File: src/rtl/tt_vec_load_queue.sv
// Load-return queue: buffers OVI load beats ahead of VRF writeback and returns one
// load credit per drained beat.
module tt_vec_load_queue #(
    parameter int unsigned DEPTH  = 8,
    parameter int unsigned DATA_W = 512,
    parameter int unsigned VREG_W = 5
) (
    input  logic                         i_clk,
    input  logic                         i_reset_n,
    input  logic                         i_load_valid,
    input  logic [DATA_W-1:0]            i_load_data,
    input  logic [DATA_W/8-1:0]          i_load_be,
    input  logic [VREG_W-1:0]            i_load_vd,
    input  logic                         i_flush,
    output logic                         o_wb_valid,
    input  logic                         i_wb_rdy,
    output logic [DATA_W-1:0]            o_wb_data,
    output logic [DATA_W/8-1:0]          o_wb_be,
    output logic [VREG_W-1:0]            o_wb_vd,
    output logic                         o_load_credit,
    output logic                         o_lq_empty,
    output logic [$clog2(DEPTH+1)-1:0]   o_count,
    output logic                         o_overflow
);

    localparam int unsigned PtrW = $clog2(DEPTH);
    localparam int unsigned CntW = $clog2(DEPTH + 1);
    localparam int unsigned BeW  = DATA_W / 8;

    logic [DATA_W-1:0] data_mem [DEPTH];
    logic [BeW-1:0]    be_mem   [DEPTH];
    logic [VREG_W-1:0] vd_mem   [DEPTH];

    logic [PtrW-1:0] wr_ptr_q, wr_ptr_d;
    logic [PtrW-1:0] rd_ptr_q, rd_ptr_d;
    logic [CntW-1:0] count_q, count_d;
    logic            credit_q, credit_d;
    logic            overflow_q, overflow_d;

    logic full;
    logic push;
    logic pop;
    logic overflow_evt;

    assign full         = (count_q == CntW'(DEPTH));
    assign pop          = o_wb_valid && i_wb_rdy && !i_flush;
    // A full queue still accepts a beat when the head drains in the same cycle.
    assign push         = i_load_valid && !i_flush && (!full || pop);
    assign overflow_evt = i_load_valid && full && !pop && !i_flush;

    always_comb begin
        wr_ptr_d   = wr_ptr_q;
        rd_ptr_d   = rd_ptr_q;
        count_d    = count_q;
        credit_d   = pop;
        overflow_d = overflow_q | overflow_evt;
        if (i_flush) begin
            wr_ptr_d = '0;
            rd_ptr_d = '0;
            count_d  = '0;
        end else begin
            if (push) begin
                wr_ptr_d = wr_ptr_q + PtrW'(1);
            end
            if (pop) begin
                rd_ptr_d = rd_ptr_q + PtrW'(1);
            end
            case ({push, pop})
                2'b10:   count_d = count_q + CntW'(1);
                2'b01:   count_d = count_q - CntW'(1);
                default: count_d = count_q;
            endcase
        end
    end

    always_ff @(posedge i_clk) begin
        if (!i_reset_n) begin
            wr_ptr_q   <= '0;
            rd_ptr_q   <= '0;
            count_q    <= '0;
            credit_q   <= 1'b0;
            overflow_q <= 1'b0;
        end else begin
            wr_ptr_q   <= wr_ptr_d;
            rd_ptr_q   <= rd_ptr_d;
            count_q    <= count_d;
            credit_q   <= credit_d;
            overflow_q <= overflow_d;
        end
    end

    // Entry storage carries no reset; contents are only observed while o_wb_valid.
    always_ff @(posedge i_clk) begin
        if (push) begin
            data_mem[wr_ptr_q] <= i_load_data;
            be_mem[wr_ptr_q]   <= i_load_be;
            vd_mem[wr_ptr_q]   <= i_load_vd;
        end
    end

    assign o_wb_valid    = (count_q != '0);
    assign o_lq_empty    = (count_q == '0);
    assign o_wb_data     = data_mem[rd_ptr_q];
    assign o_wb_be       = be_mem[rd_ptr_q];
    assign o_wb_vd       = vd_mem[rd_ptr_q];
    assign o_load_credit = credit_q;
    assign o_count       = count_q;
    assign o_overflow    = overflow_q;

endmodule

File: config.mk
export PLATFORM = sky130hd
export DESIGN_NAME = tt_vec_load_queue
export DESIGN_NICKNAME = d
export VERILOG_FILES = /design/src/rtl/tt_vec_load_queue.sv
export SDC_FILE = /design/constraint.sdc
export NUM_CORES = 2
export LEC_CHECK = 0
export ABC_AREA = 1
export CAP_MARGIN = 25
export CORE_MARGIN = 3
export CORE_UTILIZATION = 30
export CTS_CLUSTER_DIAMETER = 200
export DETAILED_ROUTE_END_ITERATION = 10
export GPL_TIMING_DRIVEN = 0
export HOLD_SLACK_MARGIN = 0.1
export PLACE_DENSITY_LB_ADDON = 0.08
export REMOVE_ABC_BUFFERS = 1
export SETUP_SLACK_MARGIN = 0.02
export SYNTH_ARGS = -nofsm -noshare
export SYNTH_HDL_FRONTEND = slang
export SYNTH_MEMORY_MAX_BITS = 65536
export SYNTH_SLANG_ARGS = --single-unit
File: constraint.sdc
create_clock -name i_clk -period 42.4 [get_ports i_clk]
set_input_delay 8.48 -clock i_clk [delete_from_list [all_inputs] [get_ports i_clk]]
set_output_delay 8.48 -clock i_clk [all_outputs]
set_load 0.01 [all_outputs]
==> impl_metrics.py <==
metrics = {
    "global_routing": {
        "antenna_found_initial": 235,
        "globalRouteTotalUtil_pct": 17.8,
        "grt_remaining_overflow": 0,
        "grt_max_degree": 147,
        "grt_pass1_wl_mm": 795,
        "grt_pass1_vias": 105637,
    },
    "route": {
        "vias": 109282,
        "topRoutingLayerUsed": "met5",
        "met1_length_mm": 244,
        "firstDrtPassIters": 6,
        "dr_wl_met3_mm": 45.0,
        "antenna_left": 0,
        "totalWireLength_mm": 557,
        "drtIter0Drc": 6463,
        "wl_met2_mm": 252,
        "wire_per_inst_um": 24.5,
        "drc_errors": 0,
        "via_per_inst": 4.81,
    },
    "finish": {
        "syn_to_final_growth_pct": 24.2,
        "layout.nets": 15011,
        "nFillCells": 56580,
        "layout-drive-gt1-share_pct": 7.33,
    },
    "cts": {
        "clock_latency_ns": 1.05,
        "htreeDepth": 6,
        "cts_tree": "yes",
        "cts_resized": 0,
        "clock_sinks": 4663,
        "cts_hold_buf": 0,
        "cts_buffers": 552,
        "postCtsSetupBuffers": 0,
        "ctsRootBufferMaster": "clkbuf_16",
        "cts_max_path_buffers": 4,
        "clkTransAtPathRegs_ns": 0.06,
    },
    "sta": {
        "setup_slack_ns": 27.53,
        "finalCritPeriodShare_pct": 35.1,
        "drv_slew": 0,
        "relSlewSlack_pct": 42.5,
        "worstMarginPinSlew_ns": 0.863,
        "hold_viol": 0,
        "finClkSkew_ns": 0.0586,
        "rsz0062_at_grt": "false",
        "fmax_mhz": 67.2,
        "finalCriticalPeriod_ns": 14.87,
        "setup_viol": 0,
        "tns_ns": 0,
    },
    "worst_setup_path": {
        "slowest_delay_ns": 0.79,
        "start_kind": "flip-flop",
        "cp_common_cell": "buf_16",
        "worst_path_max_delay_cell": "clkdlybuf4s50_1",
        "reg2reg_depth": 17,
        "worstPathCellList": "buf_16 -> buf_16 -> buf_16 -> inv_8 -> buf_16 -> buf_16 -> buf_16 -> buf_16 -> o21ai_0 -> o22ai_1 -> nor2_1 -> a31oi_1 -> clkdlybuf4s50_1",
        "cp-end-kind": "primary output",
        "worstPathRequired_ns": 33.92,
        "path_class": "flip-flop to primary output",
        "arrival_ns": 6.39,
        "cp_max_fo": 141,
    },
    "flow_run": {
        "maxCapViolations": 0,
    },
    "synthesis": {
        "ys_seq_area_share_pct": 78.3,
        "yosys_warnings": 0,
        "synth_seq_cells": 4663,
        "syn_inst": 13217,
        "yosysUniqueCellTypes": 23,
        "avgSynthCellArea_um2": 13.5,
        "syn-cell-area_mm2": 0.179,
    },
    "power_and_ir_drop": {
        "leakage_nw": 71.6,
        "vdd_drop_max_mv": 0.0364,
        "power_mw": 10.0,
        "powerDensity_mw_per_mm2": 45.1,
    },
    "floorplan": {
        "die-height_um": 778,
        "die_area_mm2": 0.605,
        "fp.dieW_um": 778,
        "rows": 282,
        "io_pins": 1175,
        "core_mm2": 0.591,
        "start_util_pct": 30.2,
    },
    "placement": {
        "place_ws_ns": 28.23,
        "hpwl_mm": 337,
        "port_buffers": 1174,
        "place_congestion": 0.707,
    },
    "min_path": {
        "hold_path.class": "flip-flop to flip-flop",
        "min_path_cells": 1,
    },
    "outcome": {
        "status": "finished clean",
    },
}
==> metal layers <==
metal | global-route usage (%) | vias up
met1 | 23.6 | 54647
met3 | 6.14 | 953
li1 | - | 51307
met5 | 0 | -
met4 | 4.73 | 162
met2 | 27.7 | 2213
==> critical path, delay by kind of cell (launching register included) <==
kind	cells	cell delay [ns]
buffers and inverters	9	3.68
AO/OA/AOI/OAI	3	0.70
AND/OR/NAND/NOR	1	0.06
flip-flops	1	0.53
==> state kept, by name (all words and copies together), names as in the netlist, named ones only <==
register,count
be_mem,512
data_mem,4096
o_count,4
o_load_credit,1
o_overflow,1
rd_ptr_q,3
vd_mem,40
wr_ptr_q,3
==> stage by stage <==
stage | area [um^2] | util (%) | hold slack, ns | cells
detailed placement | 205000 | 34.6 | 0.432 | 21678
finish | 222000 | 37.5 | 0.432 | 22715
global route | 222000 | 37.5 | 0.462 | 22679
global placement | 196000 | 33.1 | 0.429 | 21300
floorplan | 174000 | - | 0.412 | 12316
CTS | 222000 | 37.5 | 0.437 | 22656
==> logic make-up after synthesis <==
group	synth area share, %
flip-flops	78.3
AND/OR/NAND/NOR	8.66
adder cells (fa/ha/maj)	0.0210
buffers and inverters	2.36
XOR/XNOR	0.00981
AO/OA/AOI/OAI	10.6
==> placed cells by master, fill, tap and decap left out, types with 3 or more instances in the layout <==
| cell type | netlist | routed |
|---|---|---|
| edfxtp_1 | 4648 | 4648 |
| nor2_1 | 4089 | 4081 |
| o21ai_0 | 1876 | 1876 |
| clkdlybuf4s50_1 | 0 | 1174 |
| a31oi_1 | 582 | 582 |
| o22ai_1 | 581 | 581 |
| clkbuf_16 | 0 | 552 |
| o21ai_1 | 456 | 456 |
| buf_12 | 0 | 252 |
| clkbuf_1 | 603 | 152 |
| clkinv_1 | 0 | 129 |
| buf_16 | 0 | 126 |
| diode_2 | 0 | 59 |
| clkinv_2 | 0 | 59 |
| clkinv_16 | 0 | 26 |
| nand2_1 | 24 | 24 |
| inv_1 | 21 | 21 |
| inv_16 | 0 | 16 |
| clkinv_8 | 0 | 16 |
| bufinv_16 | 0 | 15 |
| dfxtp_1 | 15 | 13 |
| a21oi_1 | 9 | 9 |
| nor2_4 | 0 | 8 |
| clkinvlp_4 | 0 | 7 |
| inv_8 | 0 | 4 |
| inv_6 | 0 | 4 |
| nand3_1 | 3 | 3 |
| ha_1 | 3 | 3 |
==> path summary, 6_finish.rpt <==
kind	from	end	slack, ns
min	rd_ptr_q[2]	flip-flop	0.43
min reg2reg	rd_ptr_q[2]	flip-flop	0.43
max	flip-flop	o_wb_data[212]	27.53
max reg2reg	o_count[3]	data_mem[0][148]	37.88
==> cells in the mapped netlist <==
master / count / share of area [%]
buf_6: 24 / 0.15
a31oi_1: 582 / 2.0
clkbuf_4: 10 / 0.042
o22ai_1: 581 / 2.0
nor2_1: 4089 / 8.6
nand3_1: 3 / 0.0084
o21ai_0: 1876 / 5.3
buf_2: 149 / 0.42
xor2_1: 2 / 0.0098
a21oi_1: 9 / 0.025
dfxtp_1: 15 / 0.17
edfxtp_1: 4648 / 78
clkbuf_1: 603 / 1.3
nor4_1: 1 / 0.0035
buf_1: 27 / 0.057
o21ai_1: 456 / 1.3
nand4_1: 2 / 0.0070
nand2_1: 24 / 0.050
ha_1: 3 / 0.021
o21bai_1: 1 / 0.0042
inv_2: 3 / 0.0063
inv_1: 21 / 0.044
buf_4: 88 / 0.37
==> cell type report <==
| class | count | area (um^2) | share of cell area, % |
|---|---|---|---|
| multi-input cells | 7629 | 34600 | 15.6 |
| inverters | 24 | 113 | 0.0508 |
| flip-flops and latches | 4663 | 140000 | 63.1 |
| diodes | 59 | 148 | 0.0666 |
| well taps | 7810 | 9770 | 4.40 |
| clock inverters | 274 | 2700 | 1.22 |
| clock buffers | 704 | 14400 | 6.48 |
| repair buffers | 1552 | 20300 | 9.13 |
==> power by group <==
part / switching (mW) / internal [mW] / total, mW
Clock: 1.96 / 2.52 / 4.48
Combinational: 0.244 / 0.165 / 0.409
Sequential: 0.00774 / 5.11 / 5.12
(Power assumes the default switching activity.)
